### src/rtl/snn_udp_pkg.sv
// Shared constants, FSM encoding and byte-count helper for the SNN UDP transmit packer.
package snn_udp_pkg;

  localparam logic [7:0]  HDR_MAGIC = 8'h5A;
  localparam int unsigned HDR_LEN   = 4;

  typedef enum logic [2:0] {
    ST_IDLE,
    ST_START,
    ST_HDR,
    ST_PAY,
    ST_WAIT_DONE
  } tx_state_e;

  // Header plus two bytes per event.
  function automatic logic [15:0] calc_byte_num(input logic [15:0] n);
    return 16'(HDR_LEN) + (n << 1);
  endfunction

endpackage

### src/rtl/snn_evt_fifo.sv
// Event buffer: synchronous FIFO with first-word-fall-through head and registered full/empty.
module snn_evt_fifo #(
  parameter int unsigned DEPTH = 256,
  parameter int unsigned AW    = 8
) (
  input  logic          clk,
  input  logic          rst_n,
  input  logic          push_i,
  input  logic [15:0]   wdata_i,
  input  logic          pop_i,
  output logic [15:0]   head_o,
  output logic [AW:0]   count_o,
  output logic          full_o,
  output logic          empty_o
);

  logic [15:0]   mem_q [DEPTH];
  logic [AW-1:0] wr_ptr_q;
  logic [AW-1:0] rd_ptr_q;
  logic [AW:0]   count_q;
  logic [AW:0]   count_d;
  logic          full_q;
  logic          empty_q;
  logic          do_push;
  logic          do_pop;

  assign do_push = push_i && !full_q;
  assign do_pop  = pop_i && !empty_q;

  always_comb begin
    count_d = count_q;
    case ({do_push, do_pop})
      2'b10:   count_d = count_q + (AW+1)'(1);
      2'b01:   count_d = count_q - (AW+1)'(1);
      default: count_d = count_q;
    endcase
  end

  // Storage carries no reset; validity is tracked by the pointers.
  always_ff @(posedge clk) begin
    if (do_push) mem_q[wr_ptr_q] <= wdata_i;
  end

  always_ff @(posedge clk or negedge rst_n) begin
    if (!rst_n) begin
      wr_ptr_q <= '0;
      rd_ptr_q <= '0;
      count_q  <= '0;
      full_q   <= 1'b0;
      empty_q  <= 1'b1;
    end else begin
      if (do_push) wr_ptr_q <= wr_ptr_q + AW'(1);
      if (do_pop)  rd_ptr_q <= rd_ptr_q + AW'(1);
      count_q <= count_d;
      full_q  <= (count_d == (AW+1)'(DEPTH));
      empty_q <= (count_d == '0);
    end
  end

  assign head_o  = mem_q[rd_ptr_q];
  assign count_o = count_q;
  assign full_o  = full_q;
  assign empty_o = empty_q;

endmodule

### src/rtl/snn_udp_tx_packer.sv
// Buffers SNN spike events and frames them as UDP payloads: 4-byte header then 16-bit events, high byte first.
module snn_udp_tx_packer
  import snn_udp_pkg::*;
#(
  parameter int unsigned EVT_W      = 16,
  parameter int unsigned FIFO_DEPTH = 256,
  parameter int unsigned FIFO_AW    = 8,
  parameter int unsigned MAX_EVT    = 128,
  parameter int unsigned TIMEOUT    = 4096
) (
  input  logic             SNN_CLK,
  input  logic             sys_rst_n,
  input  logic             evt_valid,
  input  logic [EVT_W-1:0] evt_data,
  output logic             evt_ready,
  input  logic             flush,
  output logic             tx_start_en,
  output logic [15:0]      tx_byte_num,
  input  logic             tx_req,
  output logic [7:0]       tx_data,
  input  logic             udp_tx_done,
  output logic             busy,
  output logic [7:0]       seq_num,
  output logic [15:0]      drop_cnt
);

  localparam int unsigned CNT_W    = FIFO_AW + 1;
  localparam logic [15:0] MAX_N    = 16'(MAX_EVT);
  localparam logic [15:0] TMO_LAST = 16'(TIMEOUT - 1);

  logic [15:0]      fifo_head;
  logic [CNT_W-1:0] fifo_count;
  logic             fifo_full;
  logic             fifo_empty;
  logic             fifo_pop;

  tx_state_e   state_q, state_d;
  logic [15:0] n_q, n_d;
  logic [15:0] byte_num_q, byte_num_d;
  logic [7:0]  seq_q, seq_d;
  logic [7:0]  tx_data_q, tx_data_d;
  logic        start_q, start_d;
  logic        busy_q, busy_d;
  logic [15:0] drop_q, drop_d;
  logic [15:0] tmo_q, tmo_d;
  logic [15:0] idx_q, idx_d;

  logic [15:0] count16;
  logic [15:0] n_launch;
  logic        launch;

  snn_evt_fifo #(
    .DEPTH (FIFO_DEPTH),
    .AW    (FIFO_AW)
  ) u_fifo (
    .clk     (SNN_CLK),
    .rst_n   (sys_rst_n),
    .push_i  (evt_valid),
    .wdata_i (16'(evt_data)),
    .pop_i   (fifo_pop),
    .head_o  (fifo_head),
    .count_o (fifo_count),
    .full_o  (fifo_full),
    .empty_o (fifo_empty)
  );

  assign count16  = 16'(fifo_count);
  assign n_launch = (count16 >= MAX_N) ? MAX_N : count16;
  assign launch   = !fifo_empty && ((count16 >= MAX_N) || (tmo_q == TMO_LAST) || flush);

  always_comb begin
    state_d    = state_q;
    n_d        = n_q;
    byte_num_d = byte_num_q;
    seq_d      = seq_q;
    tx_data_d  = tx_data_q;
    start_d    = 1'b0;
    busy_d     = busy_q;
    drop_d     = drop_q;
    tmo_d      = 16'd0;
    idx_d      = idx_q;
    fifo_pop   = 1'b0;

    if (evt_valid && fifo_full && (drop_q != 16'hFFFF)) drop_d = drop_q + 16'd1;
    if (tx_req && (state_q != ST_HDR) && (state_q != ST_PAY)) tx_data_d = 8'h00;

    // Completion or early abort: unserved events stay buffered for the next packet.
    if ((state_q != ST_IDLE) && udp_tx_done) begin
      state_d = ST_IDLE;
      busy_d  = 1'b0;
    end else begin
      case (state_q)
        ST_IDLE: begin
          if (launch) begin
            n_d        = n_launch;
            byte_num_d = calc_byte_num(n_launch);
            seq_d      = seq_q + 8'd1;
            start_d    = 1'b1;
            busy_d     = 1'b1;
            idx_d      = 16'd0;
            state_d    = ST_START;
          end else if (!fifo_empty) begin
            tmo_d = tmo_q + 16'd1;
          end
        end
        ST_START: state_d = ST_HDR;
        ST_HDR: begin
          if (tx_req) begin
            case (idx_q[1:0])
              2'd0:    tx_data_d = HDR_MAGIC;
              2'd1:    tx_data_d = seq_q;
              2'd2:    tx_data_d = n_q[15:8];
              default: tx_data_d = n_q[7:0];
            endcase
            if (idx_q == 16'(HDR_LEN - 1)) begin
              idx_d   = 16'd0;
              state_d = ST_PAY;
            end else begin
              idx_d = idx_q + 16'd1;
            end
          end
        end
        ST_PAY: begin
          // Pop on the low byte so the head is still valid for the high byte.
          if (tx_req) begin
            tx_data_d = idx_q[0] ? fifo_head[7:0] : fifo_head[15:8];
            fifo_pop  = idx_q[0];
            if (idx_q == (n_q << 1) - 16'd1) state_d = ST_WAIT_DONE;
            else                             idx_d   = idx_q + 16'd1;
          end
        end
        default: state_d = state_q;
      endcase
    end
  end

  always_ff @(posedge SNN_CLK or negedge sys_rst_n) begin
    if (!sys_rst_n) begin
      state_q    <= ST_IDLE;
      n_q        <= 16'd0;
      byte_num_q <= 16'd0;
      seq_q      <= 8'd0;
      tx_data_q  <= 8'd0;
      start_q    <= 1'b0;
      busy_q     <= 1'b0;
      drop_q     <= 16'd0;
      tmo_q      <= 16'd0;
      idx_q      <= 16'd0;
    end else begin
      state_q    <= state_d;
      n_q        <= n_d;
      byte_num_q <= byte_num_d;
      seq_q      <= seq_d;
      tx_data_q  <= tx_data_d;
      start_q    <= start_d;
      busy_q     <= busy_d;
      drop_q     <= drop_d;
      tmo_q      <= tmo_d;
      idx_q      <= idx_d;
    end
  end

  assign evt_ready   = !fifo_full;
  assign tx_start_en = start_q;
  assign tx_byte_num = byte_num_q;
  assign tx_data     = tx_data_q;
  assign busy        = busy_q;
  assign seq_num     = seq_q;
  assign drop_cnt    = drop_q;

endmodule

### config.mk
export PLATFORM = sky130hd
export DESIGN_NAME = snn_udp_tx_packer
export DESIGN_NICKNAME = d
export VERILOG_FILES = /design/src/rtl/snn_udp_pkg.sv /design/src/rtl/snn_evt_fifo.sv /design/src/rtl/snn_udp_tx_packer.sv
export SDC_FILE = /design/constraint.sdc
export NUM_CORES = 2
export LEC_CHECK = 0
export BUFFER_PORTS_ARGS = -buffer_cell sky130_fd_sc_hd__buf_2
export CAP_MARGIN = 10
export CORE_MARGIN = 2
export CORE_UTILIZATION = 55
export CTS_CLUSTER_DIAMETER = 60
export CTS_CLUSTER_SIZE = 16
export DETAILED_ROUTE_END_ITERATION = 8
export MAX_ROUTING_LAYER = met4
export PLACE_DENSITY_LB_ADDON = 0.1
export SLEW_MARGIN = 20
export SYNTH_ARGS = -nofsm -noshare
export SYNTH_HDL_FRONTEND = slang
export SYNTH_HIERARCHICAL = 1
export SYNTH_SLANG_ARGS = --single-unit
### constraint.sdc
create_clock -name SNN_CLK -period 6.6 [get_ports SNN_CLK]
set_input_delay 0.66 -clock SNN_CLK [delete_from_list [all_inputs] [get_ports SNN_CLK]]
set_output_delay 0.66 -clock SNN_CLK [all_outputs]
set_load 0.02 [all_outputs]
-- Word-level counts from Yosys, hierarchy flattened
Memory sizes are Yosys's and may differ from the RTL's.
Cells that the tools add are included.
Widths: inputs -> output; s select.
- bits in read-only memories: 0
- register bits after elaboration: 128
- word-level logic and storage cells: 112
- latch bits: 0
- bits of input ports: 22
- bits in writable memories: 4096
- memories kept: 1
- order comparisons: 1
- mux-type cells: 37
- shift-type cells: 0
- bitwise logic cells: 1
- multipliers: 0
- reduce and logical (&&, ||, !) cells: 24
- equal/unequal tests: 23
- add/sub/neg operators: 10
- div/mod/pow operators: 0
- memory list (memory ; depth ; width ; read ports ; clocked after memory_dff ; wr ports ; RTL line ; RTL):
    u_fifo.mem_q ; 256 ; 16 ; 1 ; 0 ; 1 ; snn_evt_fifo.sv:17 ; logic [15:0] mem_q [DEPTH];
- operators by type and width (kind ; number):
    $mux 16 ; 9
    $add 16x1->16 const B ; 3
    $pmux 16 s3 ; 1
    $mux 8 ; 5
    $add 8x1->8 const B ; 3
    $pmux 8 s3 ; 1
    $mux 3 ; 6
    $pmux 9 s2 ; 1
    $eq 16x12->1 const B ; 1
    $eq 16x16->1 ; 1
    $eq 16x2->1 const B ; 1
    $ne 16x16->1 const B ; 1
    $pmux 8 s2 ; 1
    $sub 16x1->16 const B ; 1
    $ne 3x3->1 const B ; 5
    $pmux 3 s4 ; 1
    $reduce_and 6->1 ; 2
    $add 3x10->11 const A ; 1
    $mux 1 ; 11
    $add 9x1->9 const B ; 1
    $eq 9x9->1 const B ; 1
    $ge 9x8->1 const B ; 1
    $logic_not 9->1 ; 1
    $mux 9 ; 1
    18 further kinds ; 36

-- Longest topological paths before layout
- word-level depth: 7
- depth in mapped cells: 18
- depth with buffers taken out: 14

-- Cells and area by module
Netlist, hierarchy kept.
- modules (own cells, without submodules) (module ; area an instance (sq um) ; times used ; cells each):
    snn_evt_fifo ; 159544.3 ; 1 ; 7430
    snn_udp_tx_packer ; 4829.6 ; 1 ; 524

-- Worst setup path after synthesis
No wires, ideal clock.
- kind: input to register
- from: input port udp_tx_done
- to: register u_fifo.full_q (netlist: u_fifo/full_o)
- path buffers: 5
- cell stages on the path: 18
- data arrival time: 4137 ps
- path slack: 2390 ps
- library setup time: 73 ps
- path through: nand2b_1 clkbuf_1 buf_1 nor3_1 nor2b_1 clkbuf_1 ha_1 buf_2 buf_2 xor2_1 ha_1 nor3b_1 o21ai_0 a21oi_1 a221oi_1 a2111o_1 or4_1 nor2b_1
- cells in the longest elaborated chain, start to end: 6
- elaborated cells on any way between the ends: 7
- classes of those cells: eq/ne: 3; mux: 2; reduce/logical: 2
- ends and longest elaborated chain (item ; RTL line ; RTL):
    from (decl) ; snn_udp_tx_packer.sv:21 ; input logic udp_tx_done,
    $logic_and 1x1->1 * ; snn_udp_tx_packer.sv:88 ; if ((state_q != ST_IDLE) && udp_tx_done) begin
    $mux 1 * ; snn_udp_tx_packer.sv:88 ;
    named net fifo_pop ; snn_udp_tx_packer.sv:35 ; logic fifo_pop;
    $logic_and 1x1->1 * ; snn_evt_fifo.sv:28 ; assign do_pop = pop_i && !empty_q;
    $eq 2x1->1 / $eq 2x2->1 (equally long branches) ; snn_evt_fifo.sv:32 ; case ({do_push, do_pop})
    $pmux 9 s2 * ; snn_evt_fifo.sv:32 ;
    named net u_fifo.count_d[6] ; snn_evt_fifo.sv:21 ; logic [AW:0] count_d;
    $eq 9x9->1 * ; snn_evt_fifo.sv:55 ; full_q <= (count_d == (AW+1)'(DEPTH));
    to (signal assigned) ; snn_evt_fifo.sv:55 ;
    to (decl) ; snn_evt_fifo.sv:22 ; logic full_q;
Mark *: on every way through the listed nets, which the timed path passes. The rest lies on a longest branch.
A chain may end at the register's enable or synchronous reset.

-- Final worst setup path
- from: register u_fifo.rd_ptr_q[1]
- to: register tx_data_q[1] (netlist: tx_data[1])
- cells in the longest elaborated chain, start to end: 5
- ends and longest elaborated chain (item ; RTL line ; RTL):
    from (decl) ; snn_evt_fifo.sv:19 ; logic [AW-1:0] rd_ptr_q;
    from (signal assigned) ; snn_evt_fifo.sv:53 ; if (do_pop) rd_ptr_q <= rd_ptr_q + AW'(1);
    $mem_v2 256x16 ; -- ;
    named net fifo_head[9] ; snn_udp_tx_packer.sv:31 ; logic [15:0] fifo_head;
    $mux 8 ; snn_udp_tx_packer.sv:126 ; tx_data_d = idx_q[0] ? fifo_head[7:0] : fifo_head[15:8];
    $mux 8 ; snn_udp_tx_packer.sv:125 ; if (tx_req) begin
    $pmux 8 s2 ; snn_udp_tx_packer.sv:92 ; case (state_q)
    $mux 8 ; snn_udp_tx_packer.sv:88 ;
    named net tx_data_d[1] ; snn_udp_tx_packer.sv:41 ; logic [7:0] tx_data_q, tx_data_d;
    to (signal assigned) ; snn_udp_tx_packer.sv:154 ; tx_data_q <= tx_data_d;
    to (decl) ; snn_udp_tx_packer.sv:41 ;
The timed path passes the listed nets, and every way through them passes these cells.

==> flow_metrics.tcl <==
set metrics [dict create \
    core-area_mm2 0.297 \
    grt_usage_pct 33.3 \
    p_per_area_mw_per_mm2 367 \
    leakage_nw 56.8 \
    required_ps 7390 \
    crit_arrival_ps 6100 \
    startpoint "u_fifo/rd_ptr_q[1]" \
    finalWirelength_mm 488 \
    synth-compound-area-share_pct 3.74 \
    htree_levels 5 \
    skew_ps 42.8 \
    final_common_cell "edfxtp_1" \
    gp_congestion 0.956 \
    r2r-end "tx_data[1]" \
    area_growth_pct 9.81 \
    synth_edf_count 4096 \
    num_vias 86400 \
    maxCapViolations 0 \
    cts_tree "yes" \
    crit_type "flop to flop" \
    ioPinCount 73 \
    r2r_slack_ps 1290 \
    vias_per_cell 6.96 \
    mostFrequentLayoutCells "edfxtp_1 (4096), mux4_2 (868), mux2i_1 (418), buf_4 (407), clkbuf_16 (328)" \
    grt_antenna_before_repair 29 \
    synthesis.area_mm2 0.164 \
    synth.avg_cell_area_um2 20.7 \
    ys_seq_area_share_pct 76.6 \
    run_status "finished, final reports clean" \
    cts-root-buf "clkbuf_16" \
    grt_pass1_vias 82500 \
    finalMaxSlewViolations 0 \
    clock_path_buffers 4 \
    crit_path_end_kind "flop" \
    timing.rr.start "u_fifo/rd_ptr_q[1]" \
    grt_max_degree 208 \
    ant_nets 0 \
    yosys.area_share.simple_pct 2.66 \
    crit_end "tx_data[1]" \
    die_h_um 551 \
    drc 0 \
    fin_nets 8355 \
    path_max_fanout 62 \
    drive_gt1_share_pct 23.3 \
    drt_iter0_drc 14600 \
    async_flop_share_pct 2.71 \
    cts_setup_buffers 0 \
    finalCriticalPeriod_ps 5310 \
    clk_latency_ps 940 \
    hold-worst-slack_ps 119 \
    slew_headroom_pct 6.58 \
    synth_fa_ha_area_share_pct 0.129 \
    hold_buffers 2 \
    ys_ff_latch 4210 \
    start_util_pct 55.3 \
    row_count 200 \
    clock_sinks 4210 \
    hold_class "primary input to flop" \
    die_width_um 551 \
    postSynthCellCount 7954 \
    dieArea_mm2 0.303 \
    path_clk_slew_ps 80 \
    avgRoutedWirePerCell_um 39.3 \
    synthXorXnorAreaFrac_pct 0.378 \
    first_pass_iters 6 \
    synth_top_family_by_area "multiplexers" \
    ir_drop_mv 0.331 \
    cts_buffers 318 \
    grt_pass1_wl_mm 672 \
    synthMuxAreaShare_pct 14.6 \
    io_buffer_count 66 \
    synth-main-ff-cell "edfxtp_1" \
    worstMarginPinSlew_ps 1400 \
    final-hold-violation-count 0 \
    ys_warn_count 6 \
    cp-start-kind "flop" \
    finalSetupViolations 0 \
    grt.overflow.total 0 \
    r2r_cells 13 \
    ys_types 89 \
    fmax_mhz 188 \
    dp_hpwl_mm 300 \
    ctsResizeCount 0 \
    timing.final.crit_share_pct 80.5 \
    rsz0062_at_grt "no" \
    finalSetupTns_ps 0 \
]
==> cell families after synthesis <==
kind of cell | after synthesis
flip-flops | 4210
AND/OR/NAND/NOR | 958
buffers and inverters | 509
AO/OA/AOI/OAI | 883
other | 1
adder cells (fa/ha/maj) | 17
multiplexers | 1305
XOR/XNOR | 71
==> state kept, by name, summed over array words and instances (netlist names), 9 cells and up <==
name / count
u_fifo/mem_q: 4096
drop_cnt: 16
idx_q: 16
tmo_q: 16
n_q: 9
tx_byte_num: 9
u_fifo/count_o: 9
==> cell usage after synthesis, types with 17 or more instances <==
library cell / n / share of area [%]
a211oi_1: 82 / 0.37
a21oi_1: 210 / 0.64
a221oi_1: 85 / 0.45
a22o_1: 23 / 0.12
a22oi_1: 109 / 0.50
a31oi_1: 24 / 0.091
and2_1: 19 / 0.072
and3_1: 21 / 0.080
buf_1: 32 / 0.073
buf_2: 104 / 0.32
buf_4: 53 / 0.24
buf_6: 70 / 0.48
buf_8: 22 / 0.20
clkbuf_1: 191 / 0.44
dfrtp_1: 113 / 1.7
edfxtp_1: 4096 / 75
ha_1: 17 / 0.13
inv_1: 18 / 0.041
mux2_2: 18 / 0.12
mux2i_1: 419 / 2.6
mux4_2: 868 / 12
nand2_1: 243 / 0.55
nand3_1: 118 / 0.36
nand4_1: 37 / 0.14
nor2_1: 364 / 0.83
nor2b_1: 31 / 0.12
nor3_1: 38 / 0.12
o211ai_1: 21 / 0.096
o21ai_0: 66 / 0.20
o221ai_1: 35 / 0.19
o22ai_1: 93 / 0.35
xnor2_1: 46 / 0.25
xor2_1: 25 / 0.13
==> layout make-up <==
type / instances / area, um^2
inverter: 23 / 96.3
timing repair buffer: 523 / 4540
sequential: 4210 / 126000
multi-input combinational: 3240 / 35900
tap: 3939 / 4930
clock inverter: 72 / 673
clock buffer: 375 / 8440
fill: 20800 / 117000
antenna: 21 / 52.6
==> stage by stage <==
stage | worst slack (ps) | total power, mW | std cells | utilization, % | instance area (um^2)
after CTS | 1540 | 66.2 | 12400 | 60.7 | 180000
final | 1290 | 66.2 | 12400 | 60.8 | 180000
after global placement | 1080 | 48.2 | 11900 | 57.6 | 171000
after detailed placement | 1560 | 48.3 | 11900 | 57.6 | 171000
after global routing | 1440 | 67.9 | 12400 | 60.8 | 180000
after floorplan | 2390 | 42.1 | 7959 | - | 164000
==> metal layers <==
metal / track usage, % / routed length, um / vias to the layer above
met5: - / 0 / -
met4: 12.6 / 22000 / 0
met3: 7.66 / 57800 / 906
met2: 48.1 / 222000 / 5492
met1: 46.6 / 186000 / 46300
li1: - / - / 33700
==> power by group <==
part	switching, mW	internal, mW
combinational	10.7	6.99
clock	9.07	9.22
sequential	0.511	29.7
==> worst max-delay path: stages (launching register included) <==
cell and delay, ps:
dfrtp_4 1090, buf_12 440, buf_4 380, mux4_2 350, mux2i_1 520, o22ai_1 190
nor3_1 720, o41ai_2 210, buf_4 240, a32o_1 270, mux2i_1 240, a211oi_1 130
a21oi_1 190, nor2_1 60
==> worst min path at each step <==
| stage | startpoint | endpoint | slack [ps] | cells past startpoint |
|---|---|---|---|---|
| floorplan | sys_rst_n | busy | 360 | 0 |
| global placement | tx_byte_num[6] | tx_byte_num[6] | 450 | 2 |
| detailed placement | tx_byte_num[3] | tx_byte_num[3] | 460 | 2 |
| CTS | tx_req | state_q[2] | 110 | 5 |
| global route | evt_data[7] | u_fifo/mem_q[22][7] | 90 | 1 |
| finish | evt_data[7] | u_fifo/mem_q[21][7] | 120 | 1 |
(Power assumes the default switching activity.)
